[src/rtl/frame_packer_if.sv]
// Handshake bundle linking the element stream, frame_packer and the slice stage.
// in_last/err exist only when FRAME_PACKER_LAST_CHECK_EN is defined.
interface frame_packer_if #(
    parameter int unsigned W = 4,
    parameter int unsigned H = 4,
    parameter int unsigned K = 3
);
    localparam int unsigned DATA_WIDTH = 16;
    localparam int unsigned N          = W * H * K;

    logic [DATA_WIDTH-1:0]   in_data;
    logic                    in_valid;
    logic                    in_ready;
    logic [0:N*DATA_WIDTH-1] out_frame;
    logic                    out_valid;
    logic                    out_ready;

`ifdef FRAME_PACKER_LAST_CHECK_EN
    logic in_last;
    logic err;

    modport master (
        output in_data, in_valid, in_last, out_ready,
        input  in_ready, out_frame, out_valid, err
    );

    modport slave (
        input  in_data, in_valid, in_last, out_ready,
        output in_ready, out_frame, out_valid, err
    );
`else
    modport master (
        output in_data, in_valid, out_ready,
        input  in_ready, out_frame, out_valid
    );

    modport slave (
        input  in_data, in_valid, out_ready,
        output in_ready, out_frame, out_valid
    );
`endif
endinterface

[src/rtl/frame_packer.sv]
// Single-buffered W x H x K tensor assembler feeding the space-to-depth slice stage.
// Optional framing check on in_last enabled by FRAME_PACKER_LAST_CHECK_EN.
module frame_packer #(
    parameter int unsigned W = 4,
    parameter int unsigned H = 4,
    parameter int unsigned K = 3
) (
    input  logic          clk,
    input  logic          rst_n,
    frame_packer_if.slave bus
);
    localparam int unsigned DATA_WIDTH = 16;
    localparam int unsigned N          = W * H * K;
    localparam int unsigned IDX_W      = (N > 1) ? $clog2(N) : 1;
    localparam logic [IDX_W-1:0] LAST_IDX = IDX_W'(N - 1);

    typedef enum logic {
        FILL = 1'b0,
        HOLD = 1'b1
    } state_t;

    state_t                state_q;
    state_t                state_d;
    logic [IDX_W-1:0]      idx_q;
    logic [IDX_W-1:0]      idx_d;
    logic                  armed_q;
    logic                  in_rdy;
    logic                  out_vld;
    logic                  accept;
    logic [DATA_WIDTH-1:0] mem_q [N];

`ifdef FRAME_PACKER_LAST_CHECK_EN
    logic err_q;
    logic err_d;
`endif

    assign accept = bus.in_valid && in_rdy;

    // armed_q keeps in_ready low for the cycle right after a reset edge
    always_ff @(posedge clk) begin
        if (!rst_n) begin
            state_q <= FILL;
            idx_q   <= '0;
            armed_q <= 1'b0;
`ifdef FRAME_PACKER_LAST_CHECK_EN
            err_q   <= 1'b0;
`endif
        end else begin
            state_q <= state_d;
            idx_q   <= idx_d;
            armed_q <= 1'b1;
`ifdef FRAME_PACKER_LAST_CHECK_EN
            err_q   <= err_d;
`endif
        end
    end

    always_comb begin
        state_d = state_q;
        idx_d   = idx_q;
`ifdef FRAME_PACKER_LAST_CHECK_EN
        err_d   = err_q;
`endif
        case (state_q)
            FILL: begin
                if (accept) begin
                    if (idx_q == LAST_IDX) begin
                        state_d = HOLD;
                        idx_d   = '0;
`ifdef FRAME_PACKER_LAST_CHECK_EN
                        if (!bus.in_last) err_d = 1'b1;
                    end else if (bus.in_last) begin
                        // early last: keep the beat, drop the partial frame
                        idx_d = '0;
                        err_d = 1'b1;
`endif
                    end else begin
                        idx_d = idx_q + IDX_W'(1);
                    end
                end
            end
            HOLD: begin
                if (bus.out_ready) state_d = FILL;
            end
        endcase
    end

    // handshake outputs decode registered state only
    always_comb begin
        in_rdy  = 1'b0;
        out_vld = 1'b0;
        case (state_q)
            FILL: in_rdy  = armed_q;
            HOLD: out_vld = 1'b1;
        endcase
    end

    // slots are overwritten in place, no clear between frames
    always_ff @(posedge clk) begin
        if (!rst_n) begin
            for (int e = 0; e < int'(N); e++) begin
                mem_q[IDX_W'(e)] <= '0;
            end
        end else if (accept) begin
            mem_q[idx_q] <= bus.in_data;
        end
    end

    for (genvar e = 0; e < int'(N); e++) begin : g_pack
        assign bus.out_frame[e*DATA_WIDTH +: DATA_WIDTH] = mem_q[e];
    end

    assign bus.in_ready  = in_rdy;
    assign bus.out_valid = out_vld;
`ifdef FRAME_PACKER_LAST_CHECK_EN
    assign bus.err       = err_q;
`endif

endmodule

[src/flat_wrapper.sv]
// flat-port wrapper written by rule: the top's interface ports become plain ports
module frame_packer_flat 
#(
    parameter int unsigned W = 4,
    parameter int unsigned H = 4,
    parameter int unsigned K = 3
)
  (clk, rst_n, bus_in_data, bus_in_valid, bus_out_ready, bus_in_ready, bus_out_frame, bus_out_valid);
  frame_packer_if #(.W(W), .H(H), .K(K)) bus_i ();
  input  logic clk;
  input  logic rst_n;
  input wire logic [$bits(bus_i.in_data)-1:0] bus_in_data;
  input wire logic [$bits(bus_i.in_valid)-1:0] bus_in_valid;
  input wire logic [$bits(bus_i.out_ready)-1:0] bus_out_ready;
  output wire logic [$bits(bus_i.in_ready)-1:0] bus_in_ready;
  output wire logic [$bits(bus_i.out_frame)-1:0] bus_out_frame;
  output wire logic [$bits(bus_i.out_valid)-1:0] bus_out_valid;
  assign bus_i.in_data = bus_in_data;
  assign bus_i.in_valid = bus_in_valid;
  assign bus_i.out_ready = bus_out_ready;
  assign bus_in_ready = bus_i.in_ready;
  assign bus_out_frame = bus_i.out_frame;
  assign bus_out_valid = bus_i.out_valid;
  frame_packer #(.W(W), .H(H), .K(K)) u_core (.clk(clk), .rst_n(rst_n), .bus(bus_i));
endmodule
[config.mk]
export PLATFORM = sky130hd
export DESIGN_NAME = frame_packer_flat
export DESIGN_NICKNAME = d
export VERILOG_FILES = /design/src/rtl/frame_packer_if.sv /design/src/rtl/frame_packer.sv /design/src/flat_wrapper.sv
export SDC_FILE = /design/constraint.sdc
export NUM_CORES = 1
export LEC_CHECK = 0
export CORE_AREA = 2 2 311 313
export CTS_BUF_LIST = sky130_fd_sc_hd__clkbuf_16
export CTS_CLUSTER_DIAMETER = 120
export DETAILED_ROUTE_END_ITERATION = 12
export DIE_AREA = 0 0 313 315
export PLACE_DENSITY_LB_ADDON = 0.12
export SLEW_MARGIN = 30
export SYNTH_ARGS = -nofsm -noshare
export SYNTH_HDL_FRONTEND = slang
export SYNTH_SLANG_ARGS = --single-unit
[constraint.sdc]
create_clock -name clk -period 4.1 [get_ports clk]
set_input_delay 0.82 -clock clk [delete_from_list [all_inputs] [get_ports clk]]
set_output_delay 0.82 -clock clk [all_outputs]
set_load 0.02 [all_outputs]
==> results of run 1 <==
==> per-layer routing <==
metal | global-route usage | vias to the layer above | routed length [um]
met1 | 0.253 | 9601 | 41600
met3 | 0.0767 | 155 | 10000
li1 | - | 8343 | -
met5 | 0 | - | 70
met4 | 0.0676 | 14 | 3280
met2 | 0.389 | 867 | 57300
==> cell type report <==
class	instances	area [um^2]	share of cell area
flip-flops and latches	776	23200	0.572
repair buffers	865	8430	0.208
multi-input cells	1014	4440	0.109
clock buffers	89	2230	0.0548
well taps	1276	1600	0.0393
clock inverters	69	672	0.0165
inverters	3	11.3	0.000277
diodes	1	2.50	0.0000616
==> power by group <==
group / total [mW] / switching (mW) / internal, mW / leakage, nW
clock network: 7.93 / 3.19 / 4.75 / 1.47
logic: 1.55 / 0.999 / 0.554 / 4.39
registers: 9.11 / 0.122 / 8.99 / 7.90
total: 18.6 / 4.31 / 14.3 / 13.8
==> synth_stat cells, types with 2 or more instances <==
cell / n / area share
inv_1: 2 / 0.00027
a41o_1: 3 / 0.0011
nand2_1: 113 / 0.015
buf_1: 2 / 0.00027
nand4b_1: 3 / 0.00093
dfxtp_1: 8 / 0.0057
nor2_1: 737 / 0.098
a311o_1: 2 / 0.00071
buf_2: 79 / 0.014
nand2b_1: 2 / 0.00044
buf_6: 5 / 0.0020
edfxtp_1: 768 / 0.82
clkbuf_1: 40 / 0.0053
nand3b_1: 2 / 0.00053
nand3_1: 23 / 0.0041
a31oi_1: 2 / 0.00044
o21ai_0: 38 / 0.0067
nand3b_2: 4 / 0.0016
nor3b_4: 3 / 0.0020
and4b_1: 2 / 0.00071
nor2_2: 2 / 0.00044
nor3_1: 2 / 0.00035
and3b_1: 3 / 0.00093
or3_4: 2 / 0.00080
nor2b_1: 5 / 0.0011
nand2_2: 2 / 0.00044
a21oi_1: 4 / 0.00071
nand4_1: 4 / 0.00089
and2_1: 33 / 0.0073
buf_4: 4 / 0.0011
nand3_2: 13 / 0.0046
==> worst paths after layout <==
kind,cells after the start,startpoint,slack [ns],endpoint
hold / removal,2,u_core.state_q,0.61,u_core.state_q
setup reg to reg,4,u_core.idx_q[3],1.11,u_core.mem_q[8][7]
hold reg to reg,2,u_core.state_q,0.61,u_core.state_q
setup / recovery,4,u_core.idx_q[3],1.11,u_core.mem_q[8][7]
==> cell families (layout without fill, tap and decap cells) <==
group | Yosys count | after routing | synth area share
AND/OR/NAND/NOR | 959 | 959 | 0.142
flip-flops | 776 | 776 | 0.823
buffers and inverters | 134 | 1026 | 0.0232
AO/OA/AOI/OAI | 53 | 53 | 0.0108
adder cells (fa/ha/maj) | 1 | 1 | 0.000443
XOR/XNOR | 1 | 1 | 0.000311
other | 0 | 1 | 0
==> state kept, by name, indices dropped and copies added, names as in the netlist <==
| register | count |
|---|---|
| u_core.armed_q | 1 |
| u_core.state_q | 1 |
| u_core.mem_q | 768 |
| u_core.idx_q | 6 |
==> worst register-to-register path, delay by kind of cell, from the launching register on <==
kind            cells  cell delay [ns]
flops               1             0.68
simple gates        2             0.95
buf+inv             1             0.27
compound gates      1             0.70
==> per-stage QoR <==
| step | worst slack (ns) | hold slack, ns |
|---|---|---|
| 5_1_grt | 0.816 | 0.655 |
| 6_report | 1.11 | 0.609 |
| 4_1_cts | 0.972 | 0.611 |
| 3_5_place_dp | 0.596 | 0.598 |
| 2_1_floorplan | 0.849 | 0.583 |
| 3_3_place_gp | 0.630 | 0.601 |
==> out/metrics.yaml, run 1 <==
layout-drive-gt1-share: 0.0941
final_common_cell: "clkdlybuf4s50_1"
holdBufCountCts: 0
final-setup-viol-count: 0
track_usage: 0.221
ys.flop_type: "edfxtp_1"
cts_buffers: 87
clock-sinks: 776
fin_crit_sh: 0.730
worstMarginPinSlew_ns: 0.918
layout_common_cells: "clkdlybuf4s50_1, edfxtp_1, nor2_1, nand2_1, clkbuf_16"
htree_levels: 3
crit_family: "simple AND/OR/NAND/NOR gates"
clkTransAtPathRegs_ns: 0.06
ys.warnings.count: 0
fin_util: 0.424
synthArstFlopShare: 0
start_util: 0.295
coreArea_mm2: 0.0957
vias: 19000
syn_nets: 1945
nNetsFinal: 2768
hold_class: "register to register"
syn_area_per_cell_um2: 14.7
grt_antenna_before_repair: 7
final_cells: 4093
critPathArrivalTime_ns: 3.24
final.setup.tns_ns: 0
grt_pass1_wl_mm: 153
rsz0062_at_grt: "false"
clockBufferDepth: 3
fin_worst_skew_ns: 0.0224
num_io_pins: 790
finalHoldViolations: 0
cap_violations: 0
synth_seq_cells: 776
placed_area_mm2: 0.0377
grt_pass1_vias: 19200
die_area_mm2: 0.0986
die_h_um: 315
netlist_instances: 1924
hpwl_mm: 81.9
vdd_ir_drop_max_mv: 0.333
post_cts_buffers: 0
cp-start-kind: "register"
gp_congestion: 0.837
grt_overflow: 0
critPathKind: "register to register"
crit_buf_inv: 1
first_pass_iters: 5
synth_edf_count: 768
wl_per_cell_um: 27.4
stdcell_area_mm2: 0.0406
ys_types: 43
drtIter0Drc: 1551
power_mw: 18.6
seq_area_frac_synth: 0.823
nFillCells: 8788
layout_min_cycle_time_ns: 2.99
drt_wl_total_mm: 112
grt_max_degree: 39
crit_path_cell_trace: "nor3b_4, buf_4, nand2_2, o21ai_2"
power.leakage_nw: 13.8
worstPathMaxFanout: 17
ant_nets: 0
cts_tree: "built"
max_stage_delay_ns: 0.74
avgViaCountPerCell: 4.64
syn2layout_area_growth_pct: 44.0
crit_path_end_kind: "register"
max-slew-margin-rel: 0.387
dp_cells: 3934
status: "completed"
place.port_buffers: 789
insertion_delay_ns: 0.65
cts_root_buffer: "clkbuf_16"
rows: 114
netlist_area_mm2: 0.0282
report.final.slew_viol_count: 0
cts_resized: 0
die_x_um: 313
slowest_stage: "nor3b_4"
drc: 0
cp.required_ns: 4.35
powerDensity_mw_per_mm2: 458
max_clock_freq_ghz: 0.334
No activity file was read; power rests on OpenSTA's default activity.
==> run 2: changes to the inputs <==
- clock period: 4.1 -> 2.8 ns (I/O delays scaled with it)
==> run 2 against run 1 <==
Total power rose by 43%; via count up 1.8%; non-clock buffer count up 85; clock power is 37% higher; routed wire length is 2.8% higher; combinational power rose by 54%; final area rose by 2.0%; clock skew decreased by 0.0061 ns; largest power group unchanged.
==> out/metrics.yaml, run 2 (synthesis results as in run 1) <==
crit_family: "buffers and inverters"
worstPathMaxFanout: 10
final.setup.tns_ns: 0
die_x_um: 313
clkTransAtPathRegs_ns: 0.06
grt_pass1_wl_mm: 157
die_h_um: 315
cts_buffers: 85
stdcell_area_mm2: 0.0414
largestRegisters: "u_core.mem_q (768), u_core.idx_q (6)"
path_depth: 1
layout-drive-gt1-share: 0.112
clockBufferDepth: 3
power_mw: 26.7
largest_reg_flops: 768
crit_path_cell_trace: "clkdlybuf4s50_1"
wl_per_cell_um: 27.7
nNetsFinal: 2851
regMostFlops: "u_core.mem_q"
hold_class: "primary input to register"
post_cts_buffers: 0
critPathKind: "register to output port"
cap_violations: 0
coreArea_mm2: 0.0957
drt_wl_total_mm: 115
track_usage: 0.229
place.port_buffers: 789
fin_worst_skew_ns: 0.0163
clock-sinks: 776
finalHoldViolations: 0
syn2layout_area_growth_pct: 46.9
r2r_cells: 4
final_cells: 4172
drc: 0
hpwl_mm: 84.9
cts_tree: "built"
max-slew-margin-rel: 0.501
avgViaCountPerCell: 4.63
max_clock_freq_ghz: 0.405
power.leakage_nw: 14.2
fin_util: 0.433
drtIter0Drc: 1668
vdd_ir_drop_max_mv: 0.375
first_pass_iters: 5
die_area_mm2: 0.0986
htree_levels: 3
cp-start-kind: "register"
fin_crit_sh: 0.883
cts_root_buffer: "clkbuf_16"
holdPathStages: 1
cp.required_ns: 2.24
gp_congestion: 0.832
final-setup-viol-count: 0
layout_min_cycle_time_ns: 2.47
report.final.slew_viol_count: 0
rsz0062_at_grt: "false"
holdBufCountCts: 0
crit_path_end_kind: "output port"
worst_slack_ns: 0.329
grt_overflow: 0
critPathArrivalTime_ns: 1.91
dp_cells: 4019
ant_nets: 0
start_util: 0.295
rows: 114
insertion_delay_ns: 0.66
layout_common_cells: "clkdlybuf4s50_1, edfxtp_1, nor2_1, buf_4, nand2_1"
cts_resized: 0
slowest_stage: "clkdlybuf4s50_1"
grt_pass1_vias: 19600
grt_max_degree: 61
num_io_pins: 790
status: "completed"
placed_area_mm2: 0.0387
crit_buf_inv: 1
hold_slack_ns: 0.141
vias: 19300
final_common_cell: "clkdlybuf4s50_1"
place_ws_ns: 0.00704
max_stage_delay_ns: 0.78
worstMarginPinSlew_ns: 0.747
powerDensity_mw_per_mm2: 643
grt_antenna_before_repair: 4
[run 2: changes by cell type in the layout (fill, tap and decap cells not counted), sizes merged]
cell / before / now
bufinv: 13 / 6
inv: 21 / 23
clkbuf: 89 / 87
clkinv: 35 / 34
buf: 87 / 163
clkinvlp: 3 / 5
clkdlybuf4s50: 778 / 787
[run 2: report_power, final]
| part | leakage (nW) | total, mW | internal [mW] | switching (mW) |
|---|---|---|---|---|
| combinational | 4.90 | 2.38 | 0.905 | 1.48 |
| sequential | 7.92 | 13.3 | 13.2 | 0.191 |
| clock | 1.38 | 10.9 | 6.21 | 4.72 |
[run 2: metal layers]
metal  wire (um)  up-vias  track usage
met3       10100      146       0.0721
met1       44100     9814        0.275
met4        3580        0       0.0742
li1            -     8506            -
met2       57600      857        0.390
met5           0        -            0
[run 2: worst reg2reg max path, delay by kind of cell (launching register included)]
family	cells	cell delay, ns
buffers and inverters	1	0.30
flip-flops	1	0.65
AND/OR/NAND/NOR	3	1.20
[run 2: worst paths after layout]
check	startpoint	to	slack, ns
max	u_core.state_q	bus_out_valid	0.33
min	rst_n	u_core.armed_q	0.14
max reg2reg	u_core.idx_q[2]	u_core.mem_q[28][2]	0.51
min reg2reg	u_core.state_q	u_core.state_q	0.61
[run 2: final cells by class]
cell class                      count  area (um^2)
Timing Repair Buffer              950         9510
Clock inverter                     65          515
Inverter                            3         11.3
Tap cell                         1276         1600
Multi-Input combinational cell   1014         4390
Clock buffer                       87         2180
Fill cell                        8750        54300
Antenna cell                        1         2.50
Sequential cell                   776        23200
==> patch, RTL diff (config.mk and constraints of run 1) <==
`H` is set to 4 in 3 places; all go to 2.
--- a/src/rtl/frame_packer_if.sv
+++ b/src/rtl/frame_packer_if.sv
@@ -4,3 +4,3 @@
     parameter int unsigned W = 4,
-    parameter int unsigned H = 4,
+    parameter int unsigned H = 2,
     parameter int unsigned K = 3
--- a/src/rtl/frame_packer.sv
+++ b/src/rtl/frame_packer.sv
@@ -4,3 +4,3 @@
     parameter int unsigned W = 4,
-    parameter int unsigned H = 4,
+    parameter int unsigned H = 2,
     parameter int unsigned K = 3
--- a/src/flat_wrapper.sv
+++ b/src/flat_wrapper.sv
@@ -4,3 +4,3 @@
     parameter int unsigned W = 4,
-    parameter int unsigned H = 4,
+    parameter int unsigned H = 2,
     parameter int unsigned K = 3
Ports: changed (resized bus_out_frame); port bits go from 790 to 406. The function was not compared with the original's and may differ.
==> patch against run 1 <==
- power is 48% lower
- sequential cell count is 385 lower
- area after synthesis is 48% lower
- sequential power is 50% lower
- worst setup slack better by 0.24 ns
- sequential share of layout area is 3.9 points lower
- routed wire length is 44% lower
- design area is 46% lower
- worst hold slack worse by 0.078 ns
- maximum frequency is 8.7% higher
- synthesized cell count is 48% lower
==> patch: results (changes against run 1) <==
timing:
  fin_setup_tns_ns: 0  # unchanged
  fin_skew_ns: 0.0292  # +0.00676 ns
  max-slew-margin-rel_pct: 32.8  # -5.9 points
  finalCriticalPeriod_ns: 2.75  # -0.240 ns
outcome:
  outcome: "complete, no violations"
synthesis:
  synth_nets: 1028  # -47%
  synth_top_cells_by_area: "edfxtp_1 (79%), nor2_1 (9.3%), nand2_1 (2.3%)"
  synth-edff-count: 384  # -50%
  ys_warn_count: 0  # unchanged
  async_reset_ff_share_pct: 0  # unchanged
  ys_types: 37  # -14%
  syn_area_per_cell_um2: 14.6  # -0.64%
  synth.yosys.seq_area_share_pct: 79.8  # -2.5 points
  synthTopCellsByCount: "edfxtp_1 (384), nor2_1 (362), nand2_1 (90)"
pwr:
  ir_drop_mv: 0.271  # -19%
  leakage_nw: 7.33  # -47%
clock_network:
  clock-root-buffer: "clkbuf_16"
  clockBufferDepth: 3  # unchanged
  cts_max_level: 2  # -1
  cts_buffers: 48  # -45%
  clkLatencyLatePin_ns: 0.59  # -0.06 ns
  postCtsSetupBuffers: 0  # unchanged
  clk_pin_slew_ns: 0.06  # about the same
  cts-resized-gates: 0  # unchanged
global_routing:
  track_usage_pct: 12.4  # -9.7 points
  grt_pass1_vias: 9944  # -48%
  antenna_found_initial: 7  # unchanged
  gr-usage-met3_pct: 4.10  # -3.6 points
  grtUsageMet1_pct: 15.4  # -9.9 points
  grt_pass1_wl_mm: 84.8  # -45%
  grt_max_degree: 46  # +18%
  met2_usage_pct: 20.6  # -18 points
routing:
  drtIter0Drc: 679  # -56%
  wirelength_mm: 63.0  # -44%
  post_drt_via_cell_ratio: 3.50  # -25%
  first_pass_iters: 4  # -1
finish:
  n_fill_cell: 10100  # +15%
  top_regs: "u_core.mem_q (384), u_core.idx_q (5)"
  drive_gt1_share_pct: 12.5  # +3.1 points
  nNetsFinal: 1478  # -47%
  final_cells: 2774  # -32%
worst_hold_path:
  hp-class: "flop to flop"
placed_design:
  place_congestion: 0.729  # -13%
  io_buffers: 405  # -49%
  place_area_um2: 20300  # -46%
  place_inst: 2680  # -32%
  dp_hpwl_mm: 43.9  # -46%
worst_setup_path:
  cp_top_family: "buffers and inverters"
  critPathMaxStageDelay_ns: 0.53  # -0.21 ns
  arrival_ns: 3.02  # -0.22 ns
  slowest_stage: "clkdlybuf4s50_1"
  cp_max_fo: 28  # +11
==> patch: changes by cell type after synthesis, moves of 16 or more <==
| cell | change |
|---|---|
| clkbuf_1 | -29 |
| nand3_1 | -21 |
| buf_2 | -63 |
| nor2_1 | -375 |
| and2_1 | -16 |
| edfxtp_1 | -384 |
| nand2_1 | -23 |
==> patch: worst min-delay path, stage by stage, from the launching register on <==
cell and delay, ns:
dfxtp_1 0.35, nand2_1 0.06, a21boi_0 0.07
==> patch: where the power goes <==
group	internal, mW	leakage, nW	total, mW	switching, mW
logic	0.278	2.50	0.760	0.482
registers	4.52	4.02	4.57	0.0590
clock network	2.62	0.799	4.41	1.79
total	7.41	7.33	9.75	2.33
==> patch: metrics by stage <==
stage | util, % | setup WS, ns
2_1_floorplan | - | 1.15
3_3_place_gp | 21.2 | 0.705
3_5_place_dp | 21.2 | 0.699
4_1_cts | 22.9 | 1.34
5_1_grt | 22.9 | 1.24
6_report | 22.9 | 1.35
==> patch: final timing paths <==
| kind | end | slack [ns] | cells after the start | startpoint |
|---|---|---|---|---|
| worst min register to register | u_core.idx_q[1]$_SDFFE_PN0P_ | 0.53 | 2 | u_core.idx_q[1]$_SDFFE_PN0P_ |
| worst max-delay path | u_core.mem_q[22][6]$_SDFFCE_PN0P_ | 1.35 | 6 | bus_in_valid |
| worst min-delay path | u_core.idx_q[1]$_SDFFE_PN0P_ | 0.53 | 2 | u_core.idx_q[1]$_SDFFE_PN0P_ |
| worst max register to register | u_core.mem_q[9][13]$_SDFFCE_PN0P_ | 1.62 | 4 | u_core.idx_q[3]$_SDFFE_PN0P_ |
==> patch: cell type report <==
type | count | share of cell area [%]
flip-flops and latches | 391 | 53.3
repair buffers | 458 | 20.2
multi-input cells | 553 | 11.8
well taps | 1276 | 7.29
clock buffers | 49 | 5.60
clock inverters | 41 | 1.77
diodes | 4 | 0.0457
inverters | 2 | 0.0343
==> patch: kinds of logic after synthesis <==
group / after synthesis / share of synthesized area [%]
and+or+nand+nor: 518 / 15.4
adders and majority gates: 4 / 0.342
buffers and inverters: 60 / 3.17
muxes: 1 / 0.0684
xor gates and xnor gates: 1 / 0.0599
DFF: 391 / 79.8
AOI/OAI and AO/OA: 29 / 1.11
==> patch: layer usage <==
layer | part of all wire (%) | vias to the layer above | wire, um
li1 | - | 4384 | -
met1 | 42 | 4913 | 26500
met2 | 49 | 320 | 30600
met3 | 7.3 | 72 | 4610
met4 | 2.0 | 8 | 1270
met5 | 0.079 | - | 50
